File: src/rtl/apb2wb_bridge.sv
// APB slave to pipelined Wishbone master bridge: one Wishbone transfer per APB
// transfer, with stall handling, err/rty mapping to pslverr and a cycle timeout.
module apb2wb_bridge #(
    parameter int ADR_W   = 4,
    parameter int TIMEOUT = 255
) (
    input  logic             clk_i,
    input  logic             rst_i,
    input  logic             psel_i,
    input  logic             penable_i,
    input  logic             pwrite_i,
    input  logic [ADR_W-1:0] paddr_i,
    input  logic [31:0]      pwdata_i,
    input  logic [3:0]       pstrb_i,
    output logic             pready_o,
    output logic [31:0]      prdata_o,
    output logic             pslverr_o,
    output logic             wb_cyc_o,
    output logic             wb_stb_o,
    output logic             wb_we_o,
    output logic [ADR_W-1:2] wb_adr_o,
    output logic [3:0]       wb_sel_o,
    output logic [31:0]      wb_dat_o,
    input  logic             wb_ack_i,
    input  logic             wb_err_i,
    input  logic             wb_rty_i,
    input  logic             wb_stall_i,
    input  logic [31:0]      wb_dat_i
);

    typedef enum logic [1:0] {
        IDLE = 2'd0,
        REQ  = 2'd1,
        WAIT = 2'd2,
        DONE = 2'd3
    } state_t;

    localparam int CNT_W = (TIMEOUT < 2) ? 1 : $clog2(TIMEOUT + 1);
    // Last open cycle: the counter reaches TIMEOUT on the edge that leaves it.
    localparam logic [CNT_W-1:0] CNT_LAST = CNT_W'(TIMEOUT - 1);

    state_t           state_r;
    logic [CNT_W-1:0] cnt_r;
    logic             err_r;

    logic setup_s;
    logic resp_s;
    logic bus_err_s;
    logic term_s;
    logic expire_s;
    logic unused_s;

    assign unused_s = ^{paddr_i[1:0], err_r};

    // Decode APB setup, Wishbone termination and timeout expiry for this cycle.
    always_comb begin
        setup_s   = psel_i & ~penable_i;
        resp_s    = wb_ack_i | wb_err_i | wb_rty_i;
        bus_err_s = wb_err_i | wb_rty_i;
        term_s    = 1'b0;
        expire_s  = 1'b0;
        case (state_r)
            REQ: begin
                term_s = ~wb_stall_i & resp_s;
            end
            WAIT: begin
                term_s = resp_s;
            end
            default: begin
                term_s = 1'b0;
            end
        endcase
        if ((state_r == REQ || state_r == WAIT) && !term_s) begin
            expire_s = (cnt_r == CNT_LAST);
        end else begin
            expire_s = 1'b0;
        end
    end

    // Bridge FSM with all bus outputs registered alongside the state.
    always_ff @(posedge clk_i) begin
        if (rst_i) begin
            state_r   <= IDLE;
            cnt_r     <= '0;
            err_r     <= 1'b0;
            pready_o  <= 1'b0;
            pslverr_o <= 1'b0;
            prdata_o  <= 32'h0000_0000;
            wb_cyc_o  <= 1'b0;
            wb_stb_o  <= 1'b0;
            wb_we_o   <= 1'b0;
            wb_adr_o  <= '0;
            wb_sel_o  <= 4'h0;
            wb_dat_o  <= 32'h0000_0000;
        end else begin
            case (state_r)
                IDLE: begin
                    pready_o  <= 1'b0;
                    pslverr_o <= 1'b0;
                    if (setup_s) begin
                        state_r  <= REQ;
                        cnt_r    <= '0;
                        err_r    <= 1'b0;
                        wb_cyc_o <= 1'b1;
                        wb_stb_o <= 1'b1;
                        wb_we_o  <= pwrite_i;
                        wb_adr_o <= paddr_i[ADR_W-1:2];
                        wb_sel_o <= pstrb_i;
                        wb_dat_o <= pwdata_i;
                    end else begin
                        state_r <= IDLE;
                    end
                end
                REQ, WAIT: begin
                    cnt_r <= cnt_r + CNT_W'(1);
                    if (term_s) begin
                        state_r   <= DONE;
                        wb_cyc_o  <= 1'b0;
                        wb_stb_o  <= 1'b0;
                        pready_o  <= 1'b1;
                        pslverr_o <= bus_err_s;
                        err_r     <= bus_err_s;
                        if (!wb_we_o) begin
                            prdata_o <= wb_dat_i;
                        end else begin
                            prdata_o <= prdata_o;
                        end
                    end else if (expire_s) begin
                        // Abandon the slave; read data is left untouched.
                        state_r   <= DONE;
                        wb_cyc_o  <= 1'b0;
                        wb_stb_o  <= 1'b0;
                        pready_o  <= 1'b1;
                        pslverr_o <= 1'b1;
                        err_r     <= 1'b1;
                    end else if (state_r == REQ && !wb_stall_i) begin
                        state_r  <= WAIT;
                        wb_stb_o <= 1'b0;
                    end else begin
                        state_r <= state_r;
                    end
                end
                DONE: begin
                    state_r   <= IDLE;
                    pready_o  <= 1'b0;
                    pslverr_o <= 1'b0;
                end
                default: begin
                    state_r   <= IDLE;
                    wb_cyc_o  <= 1'b0;
                    wb_stb_o  <= 1'b0;
                    pready_o  <= 1'b0;
                    pslverr_o <= 1'b0;
                end
            endcase
        end
    end

endmodule
File: config.mk
export PLATFORM = sky130hd
export DESIGN_NAME = apb2wb_bridge
export DESIGN_NICKNAME = d
export VERILOG_FILES = /design/src/rtl/apb2wb_bridge.sv
export SDC_FILE = /design/constraint.sdc
export NUM_CORES = 1
export LEC_CHECK = 0
export ABC_AREA = 1
export BUFFER_PORTS_ARGS = -buffer_cell sky130_fd_sc_hd__buf_2
export CAP_MARGIN = 20
export CELL_PAD_IN_SITES_DETAIL_PLACEMENT = 0
export CELL_PAD_IN_SITES_GLOBAL_PLACEMENT = 1
export CORE_ASPECT_RATIO = 1.1
export CORE_MARGIN = 3
export CORE_UTILIZATION = 32
export DETAILED_ROUTE_END_ITERATION = 7
export HOLD_SLACK_MARGIN = 0.03
export PLACE_DENSITY = 0.88
export SYNTH_ARGS = -nofsm -noshare
export SYNTH_HDL_FRONTEND = slang
export SYNTH_SLANG_ARGS = --single-unit
File: constraint.sdc
create_clock -name clk_i -period 2.2 [get_ports clk_i]
set_clock_uncertainty 0.05 [all_clocks]
set_input_delay 0.33 -clock clk_i [delete_from_list [all_inputs] [get_ports clk_i]]
set_output_delay 0.33 -clock clk_i [all_outputs]
set_load 0.01 [all_outputs]
# Yosys cells after proc, flatten, opt, wreduce, memory -nomap -nowiden
# Cells that the tools add are included.
[word_totals]
register_bits = 85
out_inout_bits = 75
elab_cells = 63
[classes]
n_reduce_logical = 14
n_addsub = 1
bitwise = 8
eq_ne = 7
n_mux = 22
[op_table]
columns = ["op", "count"]
rows = [
  ["8-bit one-hot mux with 2 select lines", 1],
  ["1-bit 2-to-1 mux", 11],
  ["1-bit one-hot mux with 2 select lines", 5],
  ["3-bit AND reduction", 3],
  ["8-bit by 1-bit adder with 8-bit output, second input constant", 1],
  ["8-bit equality test, second input constant", 1],
  ["8-bit 2-to-1 mux", 1],
  ["2-bit 2-to-1 mux", 3],
  ["2-bit one-hot mux with 3 select lines", 1],
  ["2-bit equality test, second input constant", 2],
  ["4-bit inequality test, second input constant", 1],
  ["2-bit AND reduction", 2],
  ["2-bit OR reduction", 2],
  ["3-bit inequality test, second input constant", 1],
  ["1-bit inverter", 3],
  ["1-bit bitwise OR", 3],
  ["1-bit AND", 2],
  ["2-bit by 1-bit equality test with 1-bit output, second input constant", 1],
  ["1-bit logical AND", 2],
  ["1-bit logical NOT", 2],
  ["2-bit logical NOT", 1],
  ["2-bit inequality test, second input constant", 1],
  ["2-bit nonzero test", 1],
  ["1-bit logical OR", 1],
]

# Logic depth before layout (Yosys ltp)
# Gate-level depths: netlist of run 1.
[logic_depth]
depth_word = 10
depth_mapped = 10

# Worst setup path before layout of run 1
# Ideal clock, no wire load.
[synth_timing]
kind = "reg2reg"
from = "register state_r[0]"
to = "register prdata_o[3]"
arrival_time_ps = 1430
setup_time_ps = 116
setup_slack_ps = 605
period_less_slack_ps = 1595
path_stages_with_launch = 9
required_time_ps = 2034
cell_sequence = "dfxtp_1 -> inv_1 -> ha_1 -> nand3_4 -> nor2_8 -> inv_4 -> buf_6 -> nor2_1 -> nor2_1"
[synth_between]
elab_chain_cells = 3
word_cells_on_any_way = 5
[synth_lines]
columns = ["item", "line_no", "rtl"]
rows = [
  ["start, declared", "42", "state_t state_r;"],
  ["start signal, assigned", "140", "state_r <= state_r;"],
  ["2-bit equality test / 2-bit by 1-bit equality test with 1-bit output (equally long branches)", "62, 96", ""],
  ["1-bit one-hot mux with 2 select lines / 2-bit OR reduction (equally long branches)", "62, 96", ""],
  ["3-bit AND reduction (no line) (*)", "n/a", ""],
  ["end signal, assigned", "124", "prdata_o <= wb_dat_i;"],
  ["end signal, assigned", "126", "prdata_o <= prdata_o;"],
  ["end, declared", "16", "output logic [31:0] prdata_o,"],
]
# Mark *: on every way between the ends. The rest lies on a longest branch, timed or not.
# A chain may end at the register's enable or synchronous reset.

# Worst setup path in the final report of run 1
[layout_timing]
from = "register state_r[0]"
to = "register prdata_o[27]"
# Same word-level chain as after synthesis.

==> results of run 1 <==
## state kept, by name, summed over array words and instances, names as in the netlist
register and flops:
wb_stb_o 1, wb_adr_o 2, cnt_r 8, wb_sel_o 4, pslverr_o 1, state_r 2, wb_cyc_o 1, pready_o 1
prdata_o 32, wb_we_o 1, wb_dat_o 32
## routing by layer
layer  wire length (µm)  track usage, %  up-vias
li1                   -               -     1642
met1               3530            16.0     1381
met2               3860            22.2       92
met3                539            4.99       18
met4                244            6.48        0
met5                  0               0        -
## per-stage QoR
step                      util (%)  power, mW  std cells  cell area, µm²
final                         43.6       4.56        698            4360
after floorplan                  -       3.00        427            3330
after CTS                     43.6       4.63        698            4360
after global placement        41.6       3.47        682            4160
after detailed placement      41.6       3.52        682            4160
after global routing          43.6       4.91        698            4360
## power by group
part,leakage [nW],total (mW),switching (mW),internal (mW)
logic,1.39,1.43,0.890,0.540
clock network,0.0954,1.10,0.570,0.528
registers,0.694,2.03,0.165,1.87
total,2.18,4.56,1.62,2.93
## worst paths after layout
path,start,endpoint,slack [ns]
setup reg to reg,state_r[0],prdata_o[27],0.24
hold / removal,wb_dat_i[14],prdata_o[14],0.15
hold reg to reg,wb_dat_o[24],wb_dat_o[24],0.39
setup / recovery,state_r[0],prdata_o[27],0.24
## cells in the mapped netlist (4+ instances only)
cell type	instances
dfxtp_1	85
o21ai_0	74
nor2_1	72
inv_1	60
a21oi_1	47
nand2_1	33
clkbuf_1	11
nor2_2	7
buf_6	6
ha_1	6
nand3_1	6
buf_2	4
## cell type report
class	count	area [µm²]
Fill cell	1027	5630
Sequential cell	85	1700
Multi-Input combinational cell	258	1260
Timing Repair Buffer	157	808
Inverter	62	235
Tap cell	120	150
Clock buffer	9	124
Clock inverter	7	76.3
## kinds of logic (layout without fill, tap and decap cells)
logic type / Yosys count / after routing
AND/OR/NAND/NOR: 129 / 129
AO/OA/AOI/OAI: 122 / 122
flip-flops: 85 / 85
buffers and inverters: 84 / 235
adder cells (fa/ha/maj): 6 / 6
XOR/XNOR: 1 / 1
## critical path, cell delays in order (launching register included)
cell and delay [ns]:
dfxtp_1 0.40, inv_1 0.09, ha_1 0.46, nand3_4 0.18, nor2_8 0.24, buf_4 0.25, o21ai_0 0.11, nor2_1 0.10
==> reports/metrics.csv, run 1 <==
stage,metric,value,unit
clocking,cts-root-buf,clkbuf_8,
hold_path,hp-class,input port to flip-flop,
yosys,ys_seq_area_share,51.2,%
worst_setup_path,cp.required,2.44,ns
drt,wl,8.17,mm
floorplan,core_area,9980,µm²
hold_path,min_path_cells,3,
yosys,ys_top_cells_by_area,"dfxtp_1 51%, o21ai_0 11%, nor2_1 8.1%, a21oi_1 7.1%, inv_1 6.8%",
power_and_ir_drop,power_per_cell_area,1050,nW/µm²
sta,whs,0.151,ns
clocking,clkTransAtPathRegs,0.08,ns
power_and_ir_drop,leakagePower,2.18,nW
sta,rsz0062_at_grt,false,
sta,hold_violations,0,
sta,finalSetupViolations,0,
clocking,worstSkewPairLatency,0.35,ns
clocking,numCtsBuffers,9,
sta,fin_ws,0.243,ns
yosys,ys.flop_type,dfxtp_1,
sta,max_freq,0.511,GHz
floorplan,dieWidth,103,µm
clocking,cts_hold_buf,0,
place,place.gp.congestion,0.743,
yosys,synth-xor-area-share,0.263,%
worst_setup_path,critPathMaxFanout,18,
power_and_ir_drop,peakVddDrop,0.410,mV
clocking,cts_tree,yes,
floorplan,io-pin-count,156,
grt,grt_max_degree,79,
clocking,clockBufferDepth,2,
yosys,synth_cell_type_count,23,
drt,firstDrtPassIters,4,
place,place_ws,0.229,ns
floorplan,floorplan.initialDensity,33.3,%
final_layout,drive_gt1_share,32.4,%
grt,grt_pass1_wl,12.8,mm
yosys,synthArstFlopShare,0,%
drt,via_per_inst,4.49,
yosys,syn_nets,514,
drt,ant_nets,0,
sta,layout_min_cycle_time,1.96,ns
clocking,clock_sinks,85,
worst_setup_path,endpoint_kind,flip-flop,
sta,slew_headroom,77.2,%
final_layout,diodes,0,
grt,first_global_vias,2850,
clocking,cts_setup_buffers,0,
yosys,synth_mux_area_share,0,%
sta,drv_slew,0,
worst_setup_path,path_class,flip-flop to flip-flop,
yosys,yosys.area_share.simple,16.8,%
worst_setup_path,r2r_cells,7,
drt,first_iter_violations,83,
yosys,synth_compound_area_share,18.4,%
outcome,status,"finished, final reports clean",
yosys,synth_top_area_share,51.2,%
yosys,synth-edff-count,0,
worst_setup_path,crit_arrival,2.19,ns
yosys,ys_seq_elements,85,
yosys,ys_warn_count,0,
clocking,cts_resized,0,
yosys,syn_area,3330,µm²
clocking,h-tree-depth,3,
final_layout,layout_common_cells,"153 x buf_2, 85 x dfxtp_1, 74 x o21ai_0",
final_layout,fin_nets,660,
grt,antenna_found_initial,0,
yosys,syn_area_per_cell,7.79,µm²
place,dp_hpwl,6.01,mm
floorplan,die_y,113,µm
drt,vias,3133,
drt,wl_per_cell,11.7,µm
yosys,synth-adder-area-share,2.26,%
grt,grt_util_all_layers,13.7,%
grt,grt_overflow,0,
sta,tightest_slew,0.341,ns
yosys,synth_top_area_cell,dfxtp_1,
job,drv_cap,0,
sta,fin_setup_tns,0,ns
sta,period_share,88.9,%
floorplan,dieArea,11700,µm²
worst_setup_path,start_kind,flip-flop,
place,port_buffers,153,
floorplan,row_count,38,
final_layout,syn_to_final_growth,31.0,%
yosys,synth_top_family_by_area,compound AO/OA/AOI/OAI gates,
final_layout,final_common_cell,buf_2,
yosys,synthCells,427,
drt,drc,0,
Power figures use the tool's default switching activity.
==> run 2: changes to the inputs <==
--- a/config.mk
+++ b/config.mk
@@ -7,4 +7,5 @@
 export LEC_CHECK = 0
 export ABC_AREA = 1
+export ABC_CLOCK_PERIOD_IN_PS = 2200
 export BUFFER_PORTS_ARGS = -buffer_cell sky130_fd_sc_hd__buf_2
 export CAP_MARGIN = 20
==> constraint.sdc (replaced) <==
create_clock -name clk_i -period 2.2 [get_ports clk_i]
set_clock_uncertainty 0.05 [all_clocks]
set_input_delay 0.44 -clock clk_i [delete_from_list [all_inputs] [get_ports clk_i]]
set_output_delay 0.44 -clock clk_i [all_outputs]
set_load 0.01 [all_outputs]
==> run 2 against run 1 <==
Worst setup slack got worse by 0.0055 ns. Non-clock buffer count unchanged. Critical path depth unchanged. Routed wire length increased by 2.4%. Sequential power about the same. Die area unchanged. Final cell count unchanged. Sequential share of layout area increased by 0.21 points. Final area decreased by 0.55%. Critical path type unchanged.
==> reports/metrics.csv, run 2 (synthesis gave the netlist of run 1 again) <==
stage,metric,value,unit
outcome,status,"finished, final reports clean",
sta,fin_setup_tns,0,ns
clocking,cts_setup_buffers,0,
place,place.gp.congestion,0.762,
floorplan,dieArea,11700,µm²
clocking,cts_tree,yes,
hold_path,min_path_cells,3,
worst_setup_path,endpoint_kind,flip-flop,
drt,drc,0,
sta,whs,0.248,ns
floorplan,row_count,38,
final_layout,drive_gt1_share,32.4,%
clocking,clock_sinks,85,
final_layout,reg.largest.list,"prdata_o x32, wb_dat_o x32, cnt_r x8",
sta,max_freq,0.510,GHz
drt,firstDrtPassIters,4,
sta,finalSetupViolations,0,
final_layout,final_common_cell,buf_2,
floorplan,core_area,9980,µm²
sta,hold_violations,0,
floorplan,io-pin-count,156,
place,dp_hpwl,5.93,mm
drt,via_per_inst,4.51,
clocking,cts_resized,0,
sta,drv_slew,0,
sta,rsz0062_at_grt,false,
worst_setup_path,cp.required,2.45,ns
clocking,clkTransAtPathRegs,0.08,ns
worst_setup_path,slowest_stage,ha_1,
final_layout,finalNonFillerCells,698,
power_and_ir_drop,peakVddDrop,0.383,mV
drt,ant_nets,0,
power_and_ir_drop,power_per_cell_area,1030,nW/µm²
sta,period_share,89.2,%
grt,antenna_found_initial,0,
clocking,h-tree-depth,3,
place,port_buffers,153,
hold_path,min_from,wb_dat_i[11],
final_layout,diodes,0,
job,drv_cap,0,
worst_setup_path,r2r_cells,7,
grt,grt_max_degree,79,
place,place_inst,682,
worst_setup_path,critPathBufInv,2,
worst_setup_path,r2r-start,state_r[0],
hold_path,whs_endpoint,prdata_o[11],
final_layout,layout_common_cells,"153 x buf_2, 85 x dfxtp_1, 74 x o21ai_0",
floorplan,dieWidth,103,µm
worst_setup_path,path_cells,"inv_1, ha_1, nand3_4, nor2_8, buf_4, o21ai_0, nor2_1",
worst_setup_path,path_delay_family,simple AND/OR/NAND/NOR gates,
sta,slew_headroom,74.8,%
drt,vias,3147,
grt,grt_util_all_layers,13.8,%
drt,wl,8.36,mm
grt,first_global_vias,2867,
drt,first_iter_violations,119,
worst_setup_path,rrSetupSlack,0.24,ns
final_layout,syn_to_final_growth,30.2,%
worst_setup_path,rr_endpoint,prdata_o[3],
grt,grt_overflow,0,
clocking,numCtsBuffers,9,
power_and_ir_drop,power.total,4.47,mW
worst_setup_path,slowest_delay,0.46,ns
floorplan,die_y,113,µm
hold_path,hp-class,input port to flip-flop,
worst_setup_path,crit_arrival,2.21,ns
clocking,cts-root-buf,clkbuf_8,
clocking,cts_hold_buf,0,
clocking,worstSkewPairLatency,0.36,ns
drt,wl_per_cell,12.0,µm
sta,layout_min_cycle_time,1.96,ns
floorplan,floorplan.initialDensity,33.3,%
sta,tightest_slew,0.375,ns
worst_setup_path,start_kind,flip-flop,
power_and_ir_drop,leakagePower,2.16,nW
clocking,clockBufferDepth,2,
grt,grt_pass1_wl,12.6,mm
worst_setup_path,path_class,flip-flop to flip-flop,
final_layout,fin_nets,660,
worst_setup_path,critPathMaxFanout,18,
run 2: how the worst max path moves through the flow:
| stage | start | end | slack [ns] | depth (start not counted) |
|---|---|---|---|---|
| 6_report | state_r[0] | prdata_o[3] | 0.24 | 7 |
| 5_1_grt | state_r[0] | prdata_o[3] | 0.04 | 7 |
| 4_1_cts | state_r[0] | prdata_o[3] | 0.23 | 7 |
| 3_5_place_dp | state_r[0] | prdata_o[6] | 0.25 | 7 |
| 3_3_place_gp | state_r[0] | prdata_o[3] | 0.33 | 7 |
| 2_1_floorplan | state_r[0] | prdata_o[3] | 0.60 | 8 |
run 2: stage by stage:
step / util, % / instance area (µm²) / worst slack [ns]
floorplan: - / 3330 / 0.605
global placement: 41.6 / 4160 / 0.326
detailed placement: 41.6 / 4160 / 0.246
CTS: 43.4 / 4330 / 0.231
global route: 43.4 / 4330 / 0.0408
finish: 43.4 / 4330 / 0.238
run 2: worst reg2reg max path: stages (launching register included):
cell and delay [ns]:
dfxtp_1 0.39, inv_1 0.08, ha_1 0.46, nand3_4 0.18, nor2_8 0.25, buf_4 0.26
o21ai_0 0.12, nor2_1 0.10
run 2: area by class of cell:
cell class,count,area (µm²)
clock buffer,9,124
clock inverter,7,52.6
fill,1035,5650
inverter,62,235
multi-input combinational,258,1260
sequential,85,1700
tap,120,150
timing repair buffer,157,808
run 2: where the power goes:
part / leakage (nW) / switching (mW) / internal (mW)
logic: 1.39 / 0.900 / 0.541
clock network: 0.0774 / 0.587 / 0.411
registers: 0.694 / 0.165 / 1.87
run 2: per-layer routing:
layer	track usage, %	vias to the layer above	part of all wire, %
li1	-	1643	-
met1	15.4	1387	43
met2	22.6	100	47
met3	4.69	17	6.9
met4	8.12	0	3.2
met5	0	-	0
==> run 3: changes to the inputs <==
Settings changed: CTS_BUF_LIST set to sky130_fd_sc_hd__clkbuf_16.
==> run 3 against run 2 <==
Sequential power is essentially flat. Non-clock buffer count unchanged. Die area unchanged. Final cell count did not move. First-iteration DRC count up 1.7%. Routed wire length shrank 0.44%. Power is 8.8% higher.
==> reports/metrics.csv, run 3 (synthesis gave the netlist of run 1 again) <==
stage,metric,value,unit
worst_setup_path,crit_arrival,2.18,ns
final_layout,reg.largest.list,"prdata_o x32, wb_dat_o x32, cnt_r x8",
power_and_ir_drop,leakagePower,2.21,nW
place,port_buffers,153,
drt,vias,3139,
drt,firstDrtPassIters,4,
sta,hold_violations,0,
hold_path,min_path_cells,3,
sta,tightest_slew,0.372,ns
grt,grt_max_degree,79,
sta,period_share,89.0,%
outcome,status,"finished, final reports clean",
job,drv_cap,0,
clocking,cts_setup_buffers,0,
power_and_ir_drop,power.total,4.87,mW
floorplan,dieArea,11700,µm²
worst_setup_path,endpoint_kind,flip-flop,
grt,first_global_vias,2862,
final_layout,drive_gt1_share,32.4,%
worst_setup_path,slowest_delay,0.47,ns
floorplan,core_area,9980,µm²
worst_setup_path,path_class,flip-flop to flip-flop,
sta,fin_setup_tns,0,ns
clocking,cts_tree,yes,
floorplan,dieWidth,103,µm
clocking,cts_resized,0,
drt,wl,8.32,mm
clocking,h-tree-depth,3,
worst_setup_path,cp.required,2.42,ns
drt,ant_nets,0,
clocking,clkTransAtPathRegs,0.06,ns
sta,rsz0062_at_grt,false,
floorplan,die_y,113,µm
clocking,cts_hold_buf,0,
clocking,cts-root-buf,clkbuf_16,
clocking,numCtsBuffers,9,
drt,wl_per_cell,11.9,µm
place,dp_hpwl,5.93,mm
sta,whs,0.277,ns
grt,grt_pass1_wl,12.7,mm
final_layout,diodes,0,
grt,grt_util_all_layers,13.8,%
power_and_ir_drop,power_per_cell_area,1100,nW/µm²
drt,first_iter_violations,121,
drt,drc,0,
worst_setup_path,critPathMaxFanout,18,
final_layout,fin_nets,660,
sta,finalSetupViolations,0,
clocking,worstSkewPairLatency,0.33,ns
place,place.gp.congestion,0.762,
final_layout,layout_common_cells,"153 x buf_2, 85 x dfxtp_1, 74 x o21ai_0",
clocking,clock_sinks,85,
power_and_ir_drop,peakVddDrop,0.394,mV
final_layout,final_common_cell,buf_2,
worst_setup_path,start_kind,flip-flop,
sta,slew_headroom,75.0,%
final_layout,syn_to_final_growth,33.3,%
clocking,clockBufferDepth,2,
sta,max_freq,0.511,GHz
place,post_dp_cell_area,4160,µm²
floorplan,row_count,38,
floorplan,io-pin-count,156,
sta,layout_min_cycle_time,1.96,ns
worst_setup_path,path_cells,"inv_1, ha_1, nand3_4, nor2_8, buf_4, o21ai_0, nor2_1",
sta,drv_slew,0,
worst_setup_path,r2r_cells,7,
hold_path,hp-class,input port to flip-flop,
grt,grt_overflow,0,
grt,antenna_found_initial,0,
final_layout,final_area,4430,µm²
floorplan,floorplan.initialDensity,33.3,%
drt,via_per_inst,4.50,
worst_setup_path,slowest_stage,ha_1,
-- run 3: cell types whose count changed in the layout (fill, tap and decap cells not counted) --
cell and delta:
clkbuf_16 +9, clkbuf_8 -9
-- run 3: stage by stage --
step	cells	utilization, %	worst slack, ns
finish	698	44.4	0.241
global route	698	44.4	0.0486
CTS	698	44.4	0.238
detailed placement	682	41.6	0.246
global placement	682	41.6	0.326
floorplan	427	-	0.605
-- run 3: critical path, delay by kind of cell (launching register included) --
family                     cells  cell delay [ns]
AOI/OAI and AO/OA              1             0.11
adders and majority gates      1             0.47
buffers and inverters          2             0.34
DFF                            1             0.39
and+or+nand+nor                3             0.53
-- run 3: area by class of cell --
type | count | area, µm²
clock inverter | 7 | 52.6
inverter | 62 | 235
timing repair buffer | 157 | 808
clock buffer | 9 | 225
multi-input combinational | 258 | 1260
sequential | 85 | 1700
fill | 1017 | 5550
tap | 120 | 150
-- run 3: power breakdown --
| group | switching, mW | internal [mW] | leakage, nW |
|---|---|---|---|
| Combinational | 0.899 | 0.541 | 1.39 |
| Clock | 0.626 | 0.766 | 0.124 |
| Sequential | 0.165 | 1.87 | 0.694 |
| Total | 1.69 | 3.18 | 2.21 |
-- run 3: per-layer routing --
| metal | wire length (µm) | vias to the layer above | global-route usage (%) |
|---|---|---|---|
| li1 | - | 1645 | - |
| met1 | 3570 | 1383 | 15.6 |
| met2 | 3960 | 94 | 22.4 |
| met3 | 582 | 17 | 5.06 |
| met4 | 210 | 0 | 7.08 |
| met5 | 0 | - | 0 |
-- run 3: path summary, 6_finish.rpt --
kind	end	slack, ns	startpoint
setup reg to reg	prdata_o[3]	0.24	state_r[0]
setup / recovery	prdata_o[3]	0.24	state_r[0]
hold reg to reg	wb_dat_o[1]	0.39	wb_dat_o[1]
hold / removal	prdata_o[11]	0.28	wb_dat_i[11]
